**src/rtl/uart_rx_fifo.sv**
```systemverilog
// Receive buffer behind the UART receiver: drains each character or break, tags it with status
// flags, queues it in a show-ahead FIFO and raises level and character-timeout interrupts.
module uart_rx_fifo #(
    parameter int unsigned DEPTH_LOG2 = 4
) (
    input  logic                  clk,
    input  logic                  rstN,
    input  logic [8:0]            rxData,
    input  logic                  rxDataReceived,
    input  logic                  rxParityError,
    input  logic                  rxOverflow,
    input  logic                  rxBreak,
    input  logic                  rxSilence,
    output logic                  rxReceiveReq,
    output logic [11:0]           rdData,
    output logic                  rdValid,
    input  logic                  rdPop,
    input  logic                  flush,
    input  logic [DEPTH_LOG2:0]   threshold,
    output logic [DEPTH_LOG2:0]   count,
    output logic                  fifoOverrun,
    input  logic                  clearOverrun,
    output logic                  irqLevel,
    output logic                  irqTimeout
);
    localparam int unsigned DEPTH = 1 << DEPTH_LOG2;
    localparam int unsigned CW    = DEPTH_LOG2 + 1;

    logic [11:0]           mem_q [DEPTH];
    logic [DEPTH_LOG2-1:0] wr_ptr_q, wr_ptr_d;
    logic [DEPTH_LOG2-1:0] rd_ptr_q, rd_ptr_d;
    logic [CW-1:0]         count_q, count_d;
    logic                  req_q, req_d;
    logic                  overrun_q, overrun_d;
    logic                  armed_q, armed_d;
    logic                  irq_level_q, irq_level_d;
    logic                  irq_timeout_q, irq_timeout_d;

    logic                  empty, full, capture, pop_ok, push_ok, drop;
    logic [11:0]           entry;

    always_comb begin
        empty   = (count_q == '0);
        full    = (count_q == CW'(DEPTH));
        // The receiver still shows the captured flags while the request is high.
        capture = (rxDataReceived | rxBreak) & ~req_q;
        pop_ok  = rdPop & ~empty & ~flush;
        push_ok = capture & ~flush & (~full | pop_ok);
        drop    = capture & ~flush & full & ~pop_ok;

        if (rxDataReceived)
            entry = {rxOverflow, rxBreak, rxParityError, rxData};
        else
            entry = {rxOverflow, 1'b1, 1'b0, 9'd0};

        req_d    = capture;
        wr_ptr_d = wr_ptr_q;
        rd_ptr_d = rd_ptr_q;
        count_d  = count_q;
        if (push_ok)
            wr_ptr_d = wr_ptr_q + DEPTH_LOG2'(1);
        if (pop_ok)
            rd_ptr_d = rd_ptr_q + DEPTH_LOG2'(1);
        if (push_ok && !pop_ok)
            count_d = count_q + CW'(1);
        else if (pop_ok && !push_ok)
            count_d = count_q - CW'(1);
        if (flush) begin
            wr_ptr_d = '0;
            rd_ptr_d = '0;
            count_d  = '0;
        end

        // A drop in the same cycle as clearOverrun must leave the flag set.
        if (flush)
            overrun_d = 1'b0;
        else if (drop)
            overrun_d = 1'b1;
        else if (clearOverrun)
            overrun_d = 1'b0;
        else
            overrun_d = overrun_q;

        if (flush)
            armed_d = 1'b0;
        else if (push_ok)
            armed_d = 1'b1;
        else if (pop_ok)
            armed_d = 1'b0;
        else
            armed_d = armed_q;

        irq_timeout_d = armed_q & rxSilence & ~empty;
        irq_level_d   = (threshold != '0) && (count_d >= threshold);
    end

    always_ff @(posedge clk or negedge rstN) begin
        if (!rstN) begin
            wr_ptr_q      <= '0;
            rd_ptr_q      <= '0;
            count_q       <= '0;
            req_q         <= 1'b0;
            overrun_q     <= 1'b0;
            armed_q       <= 1'b0;
            irq_level_q   <= 1'b0;
            irq_timeout_q <= 1'b0;
        end else begin
            wr_ptr_q      <= wr_ptr_d;
            rd_ptr_q      <= rd_ptr_d;
            count_q       <= count_d;
            req_q         <= req_d;
            overrun_q     <= overrun_d;
            armed_q       <= armed_d;
            irq_level_q   <= irq_level_d;
            irq_timeout_q <= irq_timeout_d;
        end
    end

    always_ff @(posedge clk) begin
        if (push_ok)
            mem_q[wr_ptr_q] <= entry;
    end

    assign rdData       = empty ? '0 : mem_q[rd_ptr_q];
    assign rdValid      = ~empty;
    assign count        = count_q;
    assign rxReceiveReq = req_q;
    assign fifoOverrun  = overrun_q;
    assign irqLevel     = irq_level_q;
    assign irqTimeout   = irq_timeout_q;
endmodule
```
**config.mk**
```make
export PLATFORM = sky130hd
export DESIGN_NAME = uart_rx_fifo
export DESIGN_NICKNAME = d
export VERILOG_FILES = /design/src/rtl/uart_rx_fifo.sv
export SDC_FILE = /design/constraint.sdc
export NUM_CORES = 1
export LEC_CHECK = 0
export ABC_AREA = 1
export CAP_MARGIN = 40
export CORE_MARGIN = 2
export CORE_UTILIZATION = 58
export DETAILED_ROUTE_END_ITERATION = 10
export PLACE_DENSITY = 0.77
export SYNTH_ARGS = -nofsm -noshare
export SYNTH_HDL_FRONTEND = slang
export SYNTH_SLANG_ARGS = --single-unit
```
**constraint.sdc**
```tcl
create_clock -name clk -period 2.5 [get_ports clk]
set_input_delay 0.375 -clock clk [delete_from_list [all_inputs] [get_ports clk]]
set_output_delay 0.375 -clock clk [all_outputs]
set_load 0.03 [all_outputs]
```
; ---- Word level (Yosys, flattened, before mapping)
; Memories as Yosys holds them, arrays and structs flattened.
; Cells that the tools add are included.
[op_classes]
addsub = 4
eq_ne = 1
n_mux = 17
bitwise = 16
reduce_logical = 11
magnitude_cmp = 1
[ops]
columns = op, count
row1 = $mux 4, 4
row2 = $mux 5, 3
row3 = $mux 12, 1
row4 = $mux 11, 1
row5 = $and 1x1->1, 9
row6 = $add 4x1->4 const B, 2
row7 = $mux 1, 8
row8 = $reduce_bool 3->1, 2
row9 = $add 5x1->5 const B, 1
row10 = $eq 5x5->1 const B, 1
row11 = $ge 5x5->1, 1
row12 = $logic_not 5->1, 1
row13 = $not 1->1, 5
row14 = $reduce_bool 5->1, 1
row15 = $sub 5x1->5 const B, 1
row16 = $reduce_bool 2->1, 2
row17 = $logic_and 1x1->1, 3
row18 = $logic_not 1->1, 2
row19 = $or 1x1->1, 2
[word_totals]
register_bits = 18
input_bits = 24
n_memories = 1
output_inout_bits = 22
mem_bits_rw = 192
elab_cells = 59
[memory_table]
columns = memory, depth, word_bits, rd, rd_ports_with_merged_regs, wr, line_no
row1 = mem_q, 16, 12, 1, 0, 1, 29  ; logic [11:0] mem_q [DEPTH];

; ---- Logic depth before layout (Yosys ltp)
[logic_depth]
depth_word = 13
ltp_mapped = 14
ltp_nobuf = 14

; ---- Worst setup path before layout
; Ideal clock, no wire load.
[synth_timing]
path_kind = register to register
from = register count_q[0] (netlist: count[0])
to = memory mem_q[11][0], enable pin
path_slack_ns = 0.026
required_ns = 2.120
arrival_ns = 2.094
path_buffers = 0
setup_time_ns = 0.380
synth_period_minus_slack_ns = 2.474
stages_incl_launch_ff = 10
cell_sequence = dfrtp_1 inv_1 ha_1 nand3_4 nand3_4 nand2_2 nand2_4 inv_8 nand2_4 nor2_1
[synth_via]
elab_chain_cells = 8
elab_cells_between_ends = 10
cone_classes = eq/ne (1) / mux (2) / bitwise (6) / reduce/logical (1)
[synth_rtl]
columns = element, line_no
row1 = start: declaration, 32  ; logic [CW-1:0] count_q, count_d;
row2 = start signal: assignment, 110  ; count_q <= count_d;
row3 = $logic_not 5->1, 43  ; empty = (count_q == '0);
row4 = $not 1->1, 47  ; pop_ok = rdPop & ~empty & ~flush;
row5 = $and 1x1->1 (2 in a row), 47
row6 = $or 1x1->1 *, 48  ; push_ok = capture & ~flush & (~full | pop_ok);
row7 = $and 1x1->1 *, 48
row8 = $mux 1 *, 120  ; if (push_ok)
row9 = $mux 1 (implied by the code) *, 121  ; mem_q[wr_ptr_q] <= entry;
row10 = end: declaration, 29
; Every way passes the cells marked *; elsewhere a longest branch is shown, timed or not.

; ---- Final worst setup path
[layout_timing]
from = register rd_ptr_q[0]
to = output rdData[3]
[layout_via]
elab_chain_cells = 2
[layout_rtl]
columns = element, line_no
row1 = start: declaration, 31  ; logic [DEPTH_LOG2-1:0] rd_ptr_q, rd_ptr_d;
row2 = start signal: assignment, 109  ; rd_ptr_q <= rd_ptr_d;
row3 = $mem_v2 16x12, --
row4 = $mux 12, 124  ; assign rdData = empty ? '0 : mem_q[rd_ptr_q];
row5 = end: declaration, 15  ; output logic [11:0] rdData,
; No other way between the ends.

==> impl_results.md <==
* Status: complete, but fails checks
* Violated checks: setup timing
* Layer with the highest usage: met2
* FP Rows at 45
* Worst hold path type: input port to async pin
* Half-perimeter wire length after detailed placement at 13,400 um
* Count of endpoints failing setup in the final report at 10
* Slew at the pin closest to its max-slew limit at 0.675 ns
* Total leakage power at 4.71 nW
* Ys async rst share at 8.57%
* Crit Path Class: register to output pin
* Count of mapped cells out of synthesis at 822
* Power Dens Cells at just over 800 nW/um^2
* Number of routed nets with antenna violations at 0
* Iteration-0 DRC count of the detailed router at approximately 880
* Worst relative slew slack at 54.9%
* RR Startpoint: count[0]
* Achievable Freq at 0.383 GHz
* Post-synthesis compound-gate area fraction at 5.53%
* Clock insertion delay at the later pin of the skew report at 0.50 ns
* Num ports at 46
* Sinks on Clock Net at 210
* Via count of the first global-routing pass at 6,401
* Cell at the root of the clock tree: sky130_fd_sc_hd__clkbuf_16
* Post-place instance area at 10,000 um^2
* Vias per cell at around 6.1
* Worst clock skew on the final layout at between 0.01 and 0.015 ns
* Most common flop cell mapped by yosys: sky130_fd_sc_hd__edfxtp_1
* Fraction of layout cells with a size suffix above 1 at 18.7%
* Diodes inserted at 0
* Maximum number of pins on one net before global-route repair at 50
* Kind of capture point of the worst setup path: output pin
* Distinct cell type count after synthesis at 33
* Share of the clock period used by the worst path at 104%
* Final worst path period need at around 2.6 ns
* RSZ-0062 raised after global routing: yes
* Worst-case setup margin in the final layout at -0.108 ns
* Worst endpoint required time at 2.12 ns
* Synth warn at 0
* Number of nets in the layout at 953
* Pre-CTS setup slack at -0.0331 ns
* Post-Synth Adder-Cell Area at 1.65%
* Area occupied by multi-input gates at between 2000 and 3000 um^2
* Floorplan core area at 15,300 um^2
* Initial cell density of the core at 59.7%
* Launch point of the worst path: rd_ptr_q[0]
* Die area at ~17,000 um^2
* Global Route met3 Usage at 6.11%
* Arrival time worst endpoint at 2.23 ns
* Die Span X at 129 um
* Wire length of the first global-routing pass at roughly 34,000 um
* Synthesized Nets at 858
* Part of the Yosys area used for sequential elements at between 60 and 70%
* Final hold violations at 0
* Number of buffers added by the clock tree synthesis step at 21
* Total Wirelength at 25,700 um
* Met2 track utilization from global routing at 44.5%
* Longest Clk Path Bufs at 3
* TritonCTS clock tree: yes
* Chip height at 129 um
* Multiplexer share of the synthesized area at 0%
* Routed via count at 6,917
* Share of synthesized cell area in and, or, nand and nor gates at 20.3%
* Critical path peak fanout at 12
* Total routing usage reported by global routing at 27.0%
* Synth Area per Inst at approximately 11 um^2
* Grt met1 use at 34.2%
* Wire length per cell at about 23 um
* Synthesized-area fraction occupied by xor and xnor cells at 0.385%
* Count of flip-flops with a built-in enable after synthesis at 192
* Max-cap viol count at 0
* Cell area after synthesis at 9110 um^2
* Post-Layout Inst Area at 11,500 um^2
* Reg clk slew, reported paths at 0.07 ns
* Crit start category: register
* Final RePlAce weighted congestion at 0.872
* Final routed DRC violation total at 0
* Dominant combinational cell family by area after synthesis: simple AND/OR/NAND/NOR gates
* Filler cells at 907
* Number of levels in the clock H-tree at 1
* #FFs+latches synth at 210
* Pins over their slew limit at 0
* Area Growth Syn to Fin at 26.2%
* Maximum ir drop on the vdd rail at just under 0.5 mV
* First-pass iteration count of the detailed router at 6
* Initial antenna violation count at 0
* Remaining global-route overflow at 0
* Register area at 6220 um^2
* Number of input and output port buffers inserted at 45
-- final timing paths --
check / slack (ns) / end / cells after the start
max in group asynchronous: 2.08 / rd_ptr_q[1] / 2
worst max-delay path: -0.11 / rdData[3] / 9
worst min register to register: 0.51 / irqTimeout / 2
worst max register to register: 0.19 / irqLevel / 13
min in group clk: 0.41 / irqTimeout / 3
worst min-delay path: 0.20 / rd_ptr_q[2] / 2
-- state kept, by name, indices dropped and copies added, names as in the netlist --
| name | count |
|---|---|
| armed_q | 1 |
| count | 5 |
| fifoOverrun | 1 |
| irqLevel | 1 |
| irqTimeout | 1 |
| mem_q | 192 |
| rd_ptr_q | 4 |
| rxReceiveReq | 1 |
| wr_ptr_q | 4 |
-- cell families (layout without fill, tap and decap cells) --
logic type               count (synthesis)  count (layout)
flip-flops                             210             210
XOR/XNOR                                 4               4
AND/OR/NAND/NOR                        432             432
AO/OA/AOI/OAI                           87              87
buffers and inverters                   77             184
adder cells (fa/ha/maj)                 12              12
-- cell usage after synthesis (8+ instances only) --
| cell | n | area, um^2 |
|---|---|---|
| sky130_fd_sc_hd__o211ai_1 | 12 | 90.1 |
| sky130_fd_sc_hd__a21oi_1 | 55 | 275 |
| sky130_fd_sc_hd__nor3_1 | 13 | 65.1 |
| sky130_fd_sc_hd__inv_1 | 34 | 128 |
| sky130_fd_sc_hd__nand2_1 | 296 | 1110 |
| sky130_fd_sc_hd__nand3_1 | 65 | 325 |
| sky130_fd_sc_hd__edfxtp_1 | 192 | 5770 |
| sky130_fd_sc_hd__buf_2 | 23 | 115 |
| sky130_fd_sc_hd__a21boi_0 | 12 | 90.1 |
| sky130_fd_sc_hd__ha_1 | 12 | 150 |
| sky130_fd_sc_hd__nand4_1 | 8 | 50.1 |
| sky130_fd_sc_hd__dfrtp_1 | 18 | 450 |
| sky130_fd_sc_hd__nor2_1 | 36 | 135 |
-- worst max-delay path: stages (launching register included) --
cell                       delay, ns
sky130_fd_sc_hd__dfrtp_2        0.45
sky130_fd_sc_hd__buf_8          0.18
sky130_fd_sc_hd__buf_6          0.20
sky130_fd_sc_hd__nand2_1        0.10
sky130_fd_sc_hd__nand2_1        0.09
sky130_fd_sc_hd__a21oi_1        0.08
sky130_fd_sc_hd__o211ai_1       0.16
sky130_fd_sc_hd__nand2_1        0.12
sky130_fd_sc_hd__nor2_2         0.18
sky130_fd_sc_hd__buf_6          0.15
-- layout make-up --
cell class,instances,share of cell area (%)
sequential,210,54.1
tap,211,2.30
clock buffer,23,4.64
timing repair buffer,109,11.4
timing repair inverter,1,0.141
multi-input combinational,535,23.9
clock inverter,12,1.85
inverter,39,1.65
-- placed cells by master, fill, tap and decap left out, types with 11 or more instances in the layout --
| cell type | instances |
|---|---|
| sky130_fd_sc_hd__nand3_2 | 24 |
| sky130_fd_sc_hd__a21oi_1 | 48 |
| sky130_fd_sc_hd__nand3_1 | 42 |
| sky130_fd_sc_hd__ha_1 | 11 |
| sky130_fd_sc_hd__a21boi_0 | 11 |
| sky130_fd_sc_hd__dfrtp_1 | 16 |
| sky130_fd_sc_hd__clkdlybuf4s50_1 | 32 |
| sky130_fd_sc_hd__edfxtp_1 | 192 |
| sky130_fd_sc_hd__buf_4 | 42 |
| sky130_fd_sc_hd__nand2_1 | 290 |
| sky130_fd_sc_hd__nor2_1 | 31 |
| sky130_fd_sc_hd__buf_12 | 12 |
| sky130_fd_sc_hd__o211ai_1 | 12 |
| sky130_fd_sc_hd__inv_1 | 33 |
| sky130_fd_sc_hd__clkbuf_16 | 29 |
-- timing repair --
| item | 4_1_cts | 5_1_grt |
|---|---|---|
| gates resized for setup | 17 | 70 |
| pin swaps | 1 | 26 |
| setup buffers | 3 | 9 |
| cloned | 2 | 10 |
| hold buffers | 0 | 0 |
| endpoints found under the setup margin | 13 | 13 |
-- routing by layer --
| metal | part of all wire [%] | routed length [um] | vias up |
|---|---|---|---|
| met5 | 0 | 0 | - |
| li1 | - | - | 3014 |
| met1 | 35 | 8950 | 3319 |
| met2 | 51 | 13100 | 482 |
| met3 | 10 | 2580 | 102 |
| met4 | 4.5 | 1150 | 0 |
-- where the power goes --
group	total [W]	switching (W)	internal [W]
sequential	0.00396	0.0000578	0.00391
clock	0.00345	0.00130	0.00215
combinational	0.00209	0.00130	0.000792
-- stage by stage --
stage	util, %	hold slack (ns)	setup TNS, ns	total power, W	std cells
3_3_place_gp	65.8	0.494	0	0.00555	1082
5_1_grt	75.4	0.223	-1.08	0.00977	1140
6_report	75.4	0.198	-0.354	0.00950	1140
2_1_floorplan	-	0.0794	0	0.00504	822
4_1_cts	71.6	0.201	-0.0187	0.00909	1122
3_5_place_dp	65.8	0.510	-0.0331	0.00560	1082
No activity file was read; power rests on OpenSTA's default activity.
==> RTL change 1: new RTL, config.mk and constraints unchanged <==
Change the parameter `DEPTH_LOG2` from 4 to 3.
--- a/src/rtl/uart_rx_fifo.sv
+++ b/src/rtl/uart_rx_fifo.sv
@@ -2,5 +2,5 @@
 // flags, queues it in a show-ahead FIFO and raises level and character-timeout interrupts.
 module uart_rx_fifo #(
-    parameter int unsigned DEPTH_LOG2 = 4
+    parameter int unsigned DEPTH_LOG2 = 3
 ) (
     input  logic                  clk,
Interface: changed (resized count and threshold); port bits go from 46 to 44. No check against the original RTL was run, so the function may have changed too.
==> RTL change 1 against the unedited design <==
- wire length decreased by 61%
- total power down 50%
- sequential cell count decreased by 99
- synthesized cell count shrank 47%
- final area is 49% lower
- synthesized area fell by 47%
- cell count shrank 46%
- worst setup slack improved by 0.22 ns
- combinational power decreased by 38%
- clock power decreased by 60%
- count of clock-buffer cells in the layout decreased by 14
==> RTL change 1: results (changes against the unedited design) <==
* # nets final at 534 (-44%)
* RR Startpoint: count[1]$_DFF_PN0_
* Outcome: finished clean
* FFs w/ async S/R, synth at 13.5% (+4.9 points)
* Max reg flops at 96 (-50%)
* Clock Skew at 0.00873 ns (-0.00332 ns)
* Syn Nets at 470 (-45%)
* TritonCTS Buffers at 9 (-57%)
* Pre-Repair DR Iteration Count at 4 (-2)
* GRT Util Overall at 24.7% (-2.3 points)
* Sequential share of the synthesized area at 66.9% (-1.3 points)
* Routability cong. at 0.878 (+0.63%)
* Post-CTS sizing at 13 (-4)
* Deepest clock path buffer count at 2 (-1)
* Port buffer count at 43 (-4.4%)
* Xor/xnor share of the synthesized area at 0.720% (+0.34 points)
* Met1 usage at 33.3% (-0.92 points)
* R2r setup slk at 0.22 ns (+0.03 ns)
* R2R depth at 15 (+2)
* Clk_lat worst skew at 0.37 ns (-0.13 ns)
* Initial DRC count at 197 (-78%)
* Post-Synth Adder-Cell Area at 2.06% (+0.41 points)
* Setup Fix Bufs, Post-CTS at 0 (-3)
* Share of cells above drive strength 1 at 12.6% (-6.1 points)
* Filler cell count at 563 (-38%)
* Post-synth EDFFs at 96 (-50%)
* DR vias at 3347 (-52%)
* Max_slew headroom at 52.4% (-2.5 points)
* Post-synth cell types at 28 (-15%)
* Pre-CTS setup slack at 0.00462 ns (+0.0377 ns)
* Post-synth top cells: nor2_1 (97), edfxtp_1 (96), nand2_1 (51)
* Ranking of synthesized cells by area: edfxtp_1 (59%), dfrtp_1 (7.7%), nor2_1 (7.5%)
* CP arrival at 2.01 ns (-0.22 ns)
* Htree depth at 3 (+2)
* CP max FO at 11 (-1)
* Slowest-stage cell, CP: dfrtp_1
RTL change 1: per-layer routing:
| layer | share of wire, % | routed length, um | vias up |
|---|---|---|---|
| met5 | 0 | 0 | - |
| met2 | 49 | 5020 | 109 |
| li1 | - | - | 1647 |
| met1 | 43 | 4380 | 1577 |
| met4 | 2.0 | 204 | 0 |
| met3 | 5.4 | 546 | 14 |
RTL change 1: per-stage QoR:
step,power [uW],cells
after floorplan,3000,439
after global placement,3450,595
after detailed placement,3480,595
after CTS,4770,611
after global routing,5010,613
final,4780,613
RTL change 1: how the worst max path moves through the flow:
stage	cells after the start	slack, ns	to	from
floorplan	9	0.09	mem_q[0][0]$_DFFE_PP_	count[0]$_DFF_PN0_
global placement	14	0.16	irqLevel$_DFF_PN0_	rxDataReceived
detailed placement	14	0.005	irqLevel$_DFF_PN0_	rxDataReceived
CTS	15	0.02	irqLevel$_DFF_PN0_	count[1]$_DFF_PN0_
global route	7	-0.01	rdData[1]	count[1]$_DFF_PN0_
finish	7	0.12	rdData[2]	count[1]$_DFF_PN0_
RTL change 1: area by class of cell:
type | instances | area share, %
clock buffers | 9 | 2.12
clock inverters | 7 | 2.46
inverters | 33 | 2.16
multi-input cells | 273 | 23.6
flip-flops and latches | 111 | 55.7
well taps | 105 | 2.25
repair buffers | 75 | 11.7
RTL change 1: worst register-to-register path, stage by stage (launching register included):
cell and delay, ns:
dfrtp_1 0.44, inv_1 0.12, ha_1 0.25, nand3_4 0.16, nand3_4 0.15, nor2_2 0.07, nand2_1 0.08, nand2_1 0.05
a21oi_1 0.19, ha_1 0.29, inv_1 0.06, o21bai_1 0.06, nand3_1 0.06, nand3_1 0.07, o41ai_1 0.07, inv_1 0.06
RTL change 1: power breakdown:
group	switching, uW	internal [uW]
Combinational	830	460
Sequential	43.8	2080
Clock	595	771
==> RTL change 2: new RTL, same settings <==
Without the edit above. Compare `count_q` against `CW'(DEPTH)` with >= in place of ==.
--- a/src/rtl/uart_rx_fifo.sv
+++ b/src/rtl/uart_rx_fifo.sv
@@ -42,5 +42,5 @@
     always_comb begin
         empty   = (count_q == '0);
-        full    = (count_q == CW'(DEPTH));
+        full    = (count_q >= CW'(DEPTH));
         // The receiver still shows the captured flags while the request is high.
         capture = (rxDataReceived | rxBreak) & ~req_q;
Check against the original RTL: same outputs for any inputs over 10 cycles, from zero or initial values and one cycle with rstN low; that may be too few to reach the edited logic, so the function may still have changed.
==> RTL change 2 against the unedited design <==
- the run still ends with setup timing left
- synthesized area shrank 1.6%
- final area is 5.2% lower
- cell count down 4.0%
- worst setup slack improved by 0.050 ns
- critical path depth down 2
- count of clock-buffer cells in the layout did not move
- combinational power down 14%
- sequential cell count did not move
- worst hold slack gained 0.10 ns
- total power fell by 9.0%
- wire length shrank 15%
- utilization shrank 3.4 points
- largest cell class unchanged
- highest routed layer unchanged
==> RTL change 2: results (changes against the unedited design) <==
* Post-synth cell types at 29 (-12%)
* R2R depth at 11 (-2)
* Pleak at 0.00442 uW (-6.2%)
* Pre-Repair DR Iteration Count at 7 (+1)
* Min Hold Slack at 0.299 ns (+0.100 ns)
* Peak VDD IR at 458 uV (-7.6%)
* Sequential share of the synthesized area at 69.3% (+1.1 points)
* Crit-path max cell delay at 0.51 ns (+0.06 ns)
* Initial DRC count at 776 (-12%)
* FFs w/ async S/R, synth at 8.57% (unchanged)
* Syn Nets at 847 (-1.3%)
* Final HPWL from detailed placement at 12.7 mm (-4.8%)
* Worst setup margin at -0.0576 ns (+0.0504 ns)
* Outcome: finished with violations
* Ranking of synthesized cells by area: edfxtp_1 (64%), nand2_1 (12%), dfrtp_1 (5.0%)
* CP max FO at 25 (+13)
* Post-synth top cells: nand2_1 (290), edfxtp_1 (192), nand3_1 (63)
* Final setup fails at 3 (-7)
* Largest delay share family, worst path: flip-flops
* Clock Skew at 0.00766 ns (-0.00438 ns)
* CP arrival at 2.18 ns (-0.05 ns)
* # nets final at 928 (-2.6%)
* Vias in the first global route at 6288 (-1.8%)
* Failing checks: setup timing
* Mean routed wirelength per cell at 20.0 um (-11%)
* Routability cong. at 0.875 (+0.34%)
* Share of cells above drive strength 1 at 14.9% (-3.8 points)
* Clk_lat worst skew at 0.49 ns
* Sw Share at 28.0% (+0.060 points)
* DR vias at 6460 (-6.6%)
* Initial antenna violation count at 0 (unchanged)
* Post-synth EDFFs at 192 (unchanged)
RTL change 2: worst max path at each step:
| stage | endpoint | cells past startpoint |
|---|---|---|
| after CTS | rdData[3] | 9 |
| after global placement | irqLevel$_DFF_PN0_ | 12 |
| after global routing | rdData[10] | 9 |
| final | rdData[0] | 7 |
| after detailed placement | irqLevel$_DFF_PN0_ | 12 |
| after floorplan | irqLevel$_DFF_PN0_ | 11 |
RTL change 2: cells by family after synthesis:
group | after synthesis | share of synthesized area (%)
xor+xnor | 4 | 0.391
flops | 210 | 69.3
buf+inv | 80 | 3.98
fa+ha+maj | 12 | 1.67
compound gates | 92 | 5.90
simple gates | 413 | 18.7
RTL change 2: timing repair:
action	4_1_cts	5_1_grt
hold buffers	0	0
setup endpoints to repair	13	14
buffers inserted	3	2
pin swaps	0	5
gates resized for setup	23	34
gates cloned	2	6
RTL change 2: metrics by stage:
step | TNS (ns) | cells | setup slack (ns)
after global placement | 0 | 1044 | 0.00795
after CTS | -0.0887 | 1086 | -0.0189
final | -0.137 | 1094 | -0.0576
after global routing | -0.708 | 1094 | -0.122
after detailed placement | -0.0514 | 1044 | -0.0514
after floorplan | 0 | 811 | 0.156
RTL change 2: layout make-up:
type | instances | area [um^2]
clock inverters | 14 | 91.3
clock buffers | 23 | 533
repair buffers | 97 | 1140
fillers | 951 | 4250
flip-flops and latches | 210 | 6220
inverters | 41 | 168
well taps | 188 | 235
multi-input cells | 521 | 2500
RTL change 2: power groups by stage:
stage	sequential, uW	combinational, uW	clock (uW)
after detailed placement	4010	1440	0
after floorplan	4040	923	0
after global placement	4010	1410	0
after CTS	3950	1570	2910
final	3950	1800	2890
after global routing	3960	1930	3050
RTL change 2: per-layer routing:
metal | track usage [%] | part of all wire, % | vias up
met3 | 4.24 | 8.3 | 55
met5 | 0 | 0 | -
li1 | - | - | 2942
met2 | 45.7 | 52 | 353
met4 | 9.63 | 3.0 | 0
met1 | 32.4 | 37 | 3110
